<file path="config.mk">
export PLATFORM = sky130hd
export DESIGN_NAME = uart_receiver
export DESIGN_NICKNAME = d
export VERILOG_FILES = /design/src/rtl/uart_receiver.sv
export SDC_FILE = /design/constraint.sdc
export NUM_CORES = 1
export LEC_CHECK = 0
export CAP_MARGIN = 10
export CORE_UTILIZATION = 32
export CTS_CLUSTER_SIZE = 14
export DETAILED_ROUTE_END_ITERATION = 10
export MAX_ROUTING_LAYER = met4
export SLEW_MARGIN = 25
export SYNTH_ARGS = -nofsm -noshare
export SYNTH_HDL_FRONTEND = slang
export SYNTH_SLANG_ARGS = --single-unit
</file>
<file path="constraint.sdc">
create_clock -name clk_50m -period 2.1 [get_ports clk_50m]
set_input_delay 0.315 -clock clk_50m [delete_from_list [all_inputs] [get_ports clk_50m]]
set_output_delay 0.315 -clock clk_50m [all_outputs]
set_load 0.03 [all_outputs]
</file>
<file path="src/rtl/uart_receiver.sv">
// 8N1 UART receiver: 16x oversampling, two-flop input synchronizer,
// framing check and overrun detection, with a level-held ready flag.
module uart_receiver #(
    parameter int CLK_FREQ = 50_000_000,
    parameter int BAUD     = 115200,
    parameter int OVS_DIV  = CLK_FREQ / (BAUD * 16)
) (
    input  logic       clk_50m,
    input  logic       rst_n,
    input  logic       Rx,
    input  logic       ready_clr,
    output logic [7:0] data_out,
    output logic       ready,
    output logic       framing_err,
    output logic       overrun,
    output logic       Rx_busy
);

    localparam int               CNT_W   = (OVS_DIV > 1) ? $clog2(OVS_DIV) : 1;
    localparam logic [CNT_W-1:0] CNT_MAX = CNT_W'(OVS_DIV - 1);

    typedef enum logic [1:0] {
        IDLE,
        START,
        DATA,
        STOP
    } state_t;

    logic             rx_meta;
    logic             rx_s;
    logic [CNT_W-1:0] tick_cnt;
    logic             tick;

    state_t           state_q, state_d;
    logic [3:0]       samp_q, samp_d;
    logic [2:0]       bitpos_q, bitpos_d;
    logic [7:0]       shreg_q, shreg_d;
    logic             byte_done;
    logic             frame_bad;

    // Line idles high, so the synchronizer resets to 1 to avoid a false start.
    always_ff @(posedge clk_50m or negedge rst_n) begin
        if (!rst_n) begin
            rx_meta <= 1'b1;
            rx_s    <= 1'b1;
        end else begin
            rx_meta <= Rx;
            rx_s    <= rx_meta;
        end
    end

    always_ff @(posedge clk_50m or negedge rst_n) begin
        if (!rst_n) begin
            tick_cnt <= '0;
        end else if (tick_cnt == CNT_MAX) begin
            tick_cnt <= '0;
        end else begin
            tick_cnt <= tick_cnt + 1'b1;
        end
    end

    assign tick = (tick_cnt == CNT_MAX);

    always_ff @(posedge clk_50m or negedge rst_n) begin
        if (!rst_n) begin
            state_q  <= IDLE;
            samp_q   <= 4'd0;
            bitpos_q <= 3'd0;
            shreg_q  <= 8'd0;
        end else begin
            state_q  <= state_d;
            samp_q   <= samp_d;
            bitpos_q <= bitpos_d;
            shreg_q  <= shreg_d;
        end
    end

    always_comb begin
        state_d   = state_q;
        samp_d    = samp_q;
        bitpos_d  = bitpos_q;
        shreg_d   = shreg_q;
        byte_done = 1'b0;
        frame_bad = 1'b0;
        if (tick) begin
            case (state_q)
                IDLE: begin
                    if (!rx_s) begin
                        samp_d  = 4'd0;
                        state_d = START;
                    end
                end
                START: begin
                    if (samp_q == 4'd7) begin
                        if (rx_s) begin
                            state_d = IDLE;
                        end else begin
                            samp_d   = 4'd0;
                            bitpos_d = 3'd0;
                            state_d  = DATA;
                        end
                    end else begin
                        samp_d = samp_q + 4'd1;
                    end
                end
                DATA: begin
                    samp_d = samp_q + 4'd1;
                    if (samp_q == 4'd15) begin
                        // Line is LSB-first; shifting in at the MSB lands bit 0 at shreg[0].
                        shreg_d  = {rx_s, shreg_q[7:1]};
                        bitpos_d = bitpos_q + 3'd1;
                        if (bitpos_q == 3'd7) begin
                            state_d = STOP;
                        end
                    end
                end
                STOP: begin
                    samp_d = samp_q + 4'd1;
                    if (samp_q == 4'd15) begin
                        byte_done = rx_s;
                        frame_bad = ~rx_s;
                        state_d   = IDLE;
                    end
                end
                default: state_d = IDLE;
            endcase
        end
    end

    // A byte completing in the same cycle as an acknowledge wins: ready stays set.
    always_ff @(posedge clk_50m or negedge rst_n) begin
        if (!rst_n) begin
            data_out    <= 8'h00;
            ready       <= 1'b0;
            overrun     <= 1'b0;
            framing_err <= 1'b0;
        end else begin
            framing_err <= frame_bad;
            if (byte_done) begin
                data_out <= shreg_q;
                ready    <= 1'b1;
                overrun  <= ready_clr ? 1'b0 : (overrun | ready);
            end else if (ready_clr) begin
                ready   <= 1'b0;
                overrun <= 1'b0;
            end
        end
    end

    assign Rx_busy = (state_q != IDLE);

endmodule

</file>
== After elaboration in Yosys (flattened, before gate mapping) ==
Index checks and enable logic that the tools add are counted.
Word-level totals
  memory bits (writable): 0
  latch bits: 0
  memories kept: 0
  bits in registers: 35
  bits in read-only memories: 0
  output and inout port bits: 12
  logic and storage cells: 62
Cells by class
  divide/modulo/power cells: 0
  reductions and logical operators: 8
  muxes and demuxes: 25
  equality and inequality tests: 13
  multipliers: 0
  bitwise gates (word level): 2
  magnitude comparators: 0
  shift-type cells: 0
  add/sub/neg operators: 3
Operators by type and width (number)
  two-way mux 2 bit: 6
  != test 2 bit (second input constant): 6
  case mux 4 bit (3 select lines): 1
  two-way mux 1 bit: 10
  two-way mux 3 bit: 3
  two-way mux 4 bit: 2
  case mux 2 bit (4 select lines): 1
  case mux 3 bit (2 select lines): 1
  AND reduction 6 bit: 1
  nonzero test 2 bit: 3
  adder 5 x 1 -> 5 bit (second input constant): 1
  equality test 5 bit (second input constant): 1
  two-way mux 5 bit: 1
  AND reduction 5 bit: 1
  adder 4 x 1 -> 4 bit (second input constant): 1
  equality test 2 bit (second input constant): 2
  equality test 4 x 3 -> 1 bit (second input constant): 1
  equality test 4 bit (second input constant): 1
  adder 3 x 1 -> 3 bit (second input constant): 1
  equality test 3 bit (second input constant): 1
  AND reduction 3 bit: 1
  equality test 2 x 1 -> 1 bit (second input constant): 1
  logical NOT 2 bit: 1
  OR reduction 2 bit: 1
  2 further kinds: 2

== Logic depth before layout (Yosys ltp) ==
  word-level depth: 5
  gate-level depth with buffers: 6

== Worst setup path after synthesis ==
OpenSTA, ideal clock, no wires.
  kind: register to register
  from: register tick_cnt[0]
  to: register data_out[0]
  setup slack: 0.227 ns
  path buffers: 0
  required time: 1.975 ns
  cell stages (with the launch flop): 6
  data arrival time: 1.749 ns
  path through: dfrtp_1 inv_1 ha_1 nand4b_4 nor4_4 mux2_2
Between the ends
  cells in the longest elaborated chain, start to end: 2
RTL lines
  start, declared: line 31  | logic [CNT_W-1:0] tick_cnt;
  start signal, assigned: line 58  | tick_cnt <= tick_cnt + 1'b1;
  equality test 5 bit: line 62  | assign tick = (tick_cnt == CNT_MAX);
  two-way mux 1 bit: line 85  | if (tick) begin
  end signal, assigned: line 140  | data_out <= shreg_q;
  end, declared: line 12  | output logic [7:0] data_out,
No other way between the ends.
A chain may end at the register's enable or synchronous reset.

== Worst setup path after layout ==
  from: register tick_cnt[0]
  to: register data_out[3]
Same word-level chain as after synthesis.

==> results.md <==
- Fill cells in the final layout number 409.
- For hold timing, the worst endpoint is rx_s$_DFF_PN1_.
- Synthesis produced a netlist with a net count of 128.
- The floorplan row count is 24.
- From left edge to right edge, the die measures 71.3 µm.
- The global-route congestion overflow total is 0.
- During synthesis, Yosys emitted a total of 0 warnings.
- Of the synthesized area, sequential elements account for 0.572.
- The classification of the worst-slack hold path is reg -> reg.
- The final total negative setup slack is 0 ns.
- In this run the most critical hold path is launched from rx_meta$_DFF_PN1_.
- The maximum clock path buffer count is 2.
- The number of slew-limit violations in the final report is 0.
- The clock latency on the worst-skew pair is 0.29 ns.
- At the end of the flow, the number of nets in the layout was 150.
- IR analysis of the VDD net gives a maximum drop of 0.000398 V.
- The residual antenna-violating net count after detailed routing is 0.
- The first global-routing pass estimated 4600 µm of wire.
- Once the clock tree was built, the setup fixing pass inserted 0 buffers.
- The number of antenna violations at the first check in global routing is 0.
- The count of boundary I/O pins is 16.
- The number of hold violations in the final report is 0.
- The synthesized area per cell is 12.9 µm².
- The data required time at the worst endpoint is 2.28 ns.
- The type of the worst setup path is reg -> reg.
- Setup repair after global routing left no endpoint under its margin.
- For this design the static power due to leakage is 0.887 nW.
- The area of the core is 4470 µm².
- Clock skew on the completed layout was measured at 0.00286 ns.
- The startpoint identified for the worst register-to-register timing path is tick_cnt[0]$_DFF_PN0_.
- After detailed routing, the average wire length per cell comes to 13.4 µm.
- After synthesis the cells add up to 1540 µm².
- In this run the tool buffered the top-level ports with 15 buffer cells.
- The worst pin sits at a relative slew slack of 0.696.
- The count of unique library cells instantiated by Yosys is 29.
- The total detailed-routing wirelength is 2610 µm.
- Entering global routing, the biggest net connects 36 pins.
- The synthesized flop and latch total is 35.
- TritonCTS created 5 clock buffers.
- The cell at the root of the clock tree is clkbuf_8.
- Measured in cells, the most critical reg-to-reg path has a length of 6.
- The launching instance or port of the critical path is tick_cnt[0]$_DFF_PN0_.
- In this run the vertical extent of the chip is 71.3 µm.
- The number of sinks on the clock net is 35.
- The run finished with clean final reports.
- After the first detailed-routing iteration, the DRC count stood at 78.
- The weighted congestion reported at the end of routability-driven placement is 0.853.
- The via count normalized by instance count is 5.13.
- The highest attainable clock frequency is 524 MHz.
- The detailed router placed 996 vias in this run.
- The via count of the first global-routing pass came to 1009.
- After clock tree synthesis, the clock-pin slew on the worst setup and hold paths is 0.07 ns.
- CTS built an H-tree with a depth of 2.
- The first-pass detailed-route iteration total is 4.
- The power density over cell area is 710 nW/µm².
- The worst setup path is captured at a flop.
- The share of layout cells above drive strength 1 is 0.268.
- The cell with the biggest individual delay on the critical path is dfrtp_1.
- The part of the cycle the worst path needs is 0.909.
- The starting density of the core is 0.343.
- The placed instances occupy a cell area of 1760 µm².
- The signal arrival time at the worst endpoint is 2.09 ns.
- In the routed design, unresolved DRC markers number 0.
- After synthesis, the cell types taking the most area are dfrtp_1 (54%), mux2_2 (13%), ha_1 (4.1%).
- The die covers 5080 µm².
- 0 antenna diodes ended up in the layout.
- The clock tree from TritonCTS is built.
- The finished cells cover 1880 µm².
- The number of failing setup endpoints in the final timing report is 0.
- The register-to-register setup slack is 0.19 ns.
- The signed area change from the synthesized netlist to the final layout is 22.3%.
- Synthesis produced a netlist whose cell count is 119.
- Walking the worst path, the cells encountered are inv_1 > ha_1 > nand4b_4 > nor4_4 > buf_4 > mux2_2.
- The endpoint of the most critical register-to-register path is data_out[3]$_DFFE_PN0P_.
- The kind of cell adding the most delay to the critical path is simple AND/OR/NAND/NOR gates.
- The clock period could shrink to 1.91 ns.
- The total of max-cap violations is 0.
- Along the worst path, the maximum fanout reaches 10.
- The detailed-placement wirelength estimate is 1800 µm.
- In the global route stage, overall resource usage came out at 0.123.
- The critical path contains buffers and inverters numbering 2 combined.
- Along the worst hold path, the cell count comes to 0.
- STA classifies the critical path startpoint as a flop.
- The largest stage delay on the critical path is 0.41 ns.
- For the pin with the worst max-slew slack, the measured transition is 0.450 ns.
- The biggest area contributor in the post-synthesis netlist is dfrtp_1.
- The share of Yosys cell area claimed by the top area cell type is 0.538.
[worst max path at each step]
| stage | end | slack [ns] | cells after the start |
|---|---|---|---|
| 4_1_cts | Rx_busy | 0.03 | 3 |
| 2_1_floorplan | data_out[0]$_DFFE_PN0P_ | 0.23 | 5 |
| 6_report | data_out[3]$_DFFE_PN0P_ | 0.19 | 6 |
| 3_3_place_gp | data_out[7]$_DFFE_PN0P_ | 0.25 | 6 |
| 3_5_place_dp | data_out[3]$_DFFE_PN0P_ | 0.21 | 6 |
| 5_1_grt | shreg_q[7]$_DFFE_PN0P_ | 0.07 | 6 |
[placed cells by master, fill, tap and decap left out, types with 2 or more instances in the layout]
master,synthesis,layout
nor2_1,9,9
o21ai_0,5,5
buf_4,2,3
inv_1,6,6
dfrtp_1,33,33
nand2_1,5,5
xor2_1,2,2
clkdlybuf4s50_1,0,14
clkbuf_8,0,5
a21o_2,3,3
ha_1,5,5
a21oi_1,2,2
o31ai_1,2,2
dfstp_2,2,2
nor3_1,5,5
mux2_2,18,18
a22o_1,4,4
nand3_1,2,2
[power breakdown]
group	leakage, nW	internal (mW)	total, mW	switching, mW
sequential	0.465	0.678	0.682	0.00442
combinational	0.363	0.0104	0.0317	0.0214
clock	0.0587	0.360	0.619	0.260
total	0.887	1.05	1.33	0.286
[cell type report]
| class | instances | area [µm²] | share of cell area |
|---|---|---|---|
| flip-flops and latches | 35 | 878 | 0.468 |
| multi-input cells | 75 | 621 | 0.330 |
| repair buffers | 18 | 175 | 0.0933 |
| clock buffers | 5 | 68.8 | 0.0366 |
| well taps | 52 | 65.1 | 0.0346 |
| clock inverters | 3 | 47.5 | 0.0253 |
| inverters | 6 | 22.5 | 0.0120 |
[metal layers]
layer | global-route usage | share of wire
met5 | - | 0
met4 | 0.0400 | 0.010
met3 | 0.0534 | 0.061
met2 | 0.178 | 0.47
met1 | 0.156 | 0.46
[per-stage QoR]
step	hold slack [ns]	util	total power [mW]	setup WS [ns]	std cells
2_1_floorplan	0.0194	-	0.703	0.227	119
3_3_place_gp	0.348	0.393	0.726	0.249	186
3_5_place_dp	0.347	0.393	0.728	0.207	186
4_1_cts	0.359	0.419	1.36	0.0309	194
5_1_grt	0.368	0.420	1.40	0.0745	194
6_report	0.358	0.420	1.33	0.191	194
[flip-flops by register name (all words and copies together) (netlist names), named ones only]
signal / cells
data_out: 8
rx_s: 1
tick_cnt: 5
ready: 1
overrun: 1
samp_q: 4
bitpos_q: 3
state_q: 1
rx_meta: 1
framing_err: 1
shreg_q: 8
[Yosys cell counts]
library cell and number:
nand2_1 5, a41oi_1 1, nand2b_1 1, buf_2 1
and4b_2 1, a21o_2 3, mux2i_1 1, and2_1 1
buf_4 2, nor4_4 1, nand4b_4 1, o311ai_0 1
nor2_1 9, o2bb2ai_1 1, nor3_1 5, a21oi_1 2
inv_1 6, xnor2_1 1, o21ai_0 5, dfrtp_1 33
xor2_1 2, o31ai_1 2, a31oi_1 1, ha_1 5
mux2_2 18, nor4_1 2, dfstp_2 2, a22o_1 4
nand3_1 2
[logic make-up after synthesis]
family          after synthesis  synth area share
compound gates               20            0.0937
simple gates                 28             0.110
fa+ha+maj                     5            0.0407
flops                        35             0.572
mux                          19             0.139
buf+inv                       9            0.0277
xor+xnor                      3            0.0171
[timing repair]
item                                    in CTS  in global routing
resized for setup                            0                  1
hold buffers                                 0                  0
endpoints found under the setup margin       0                  1
No activity file was read; power rests on OpenSTA's default activity.
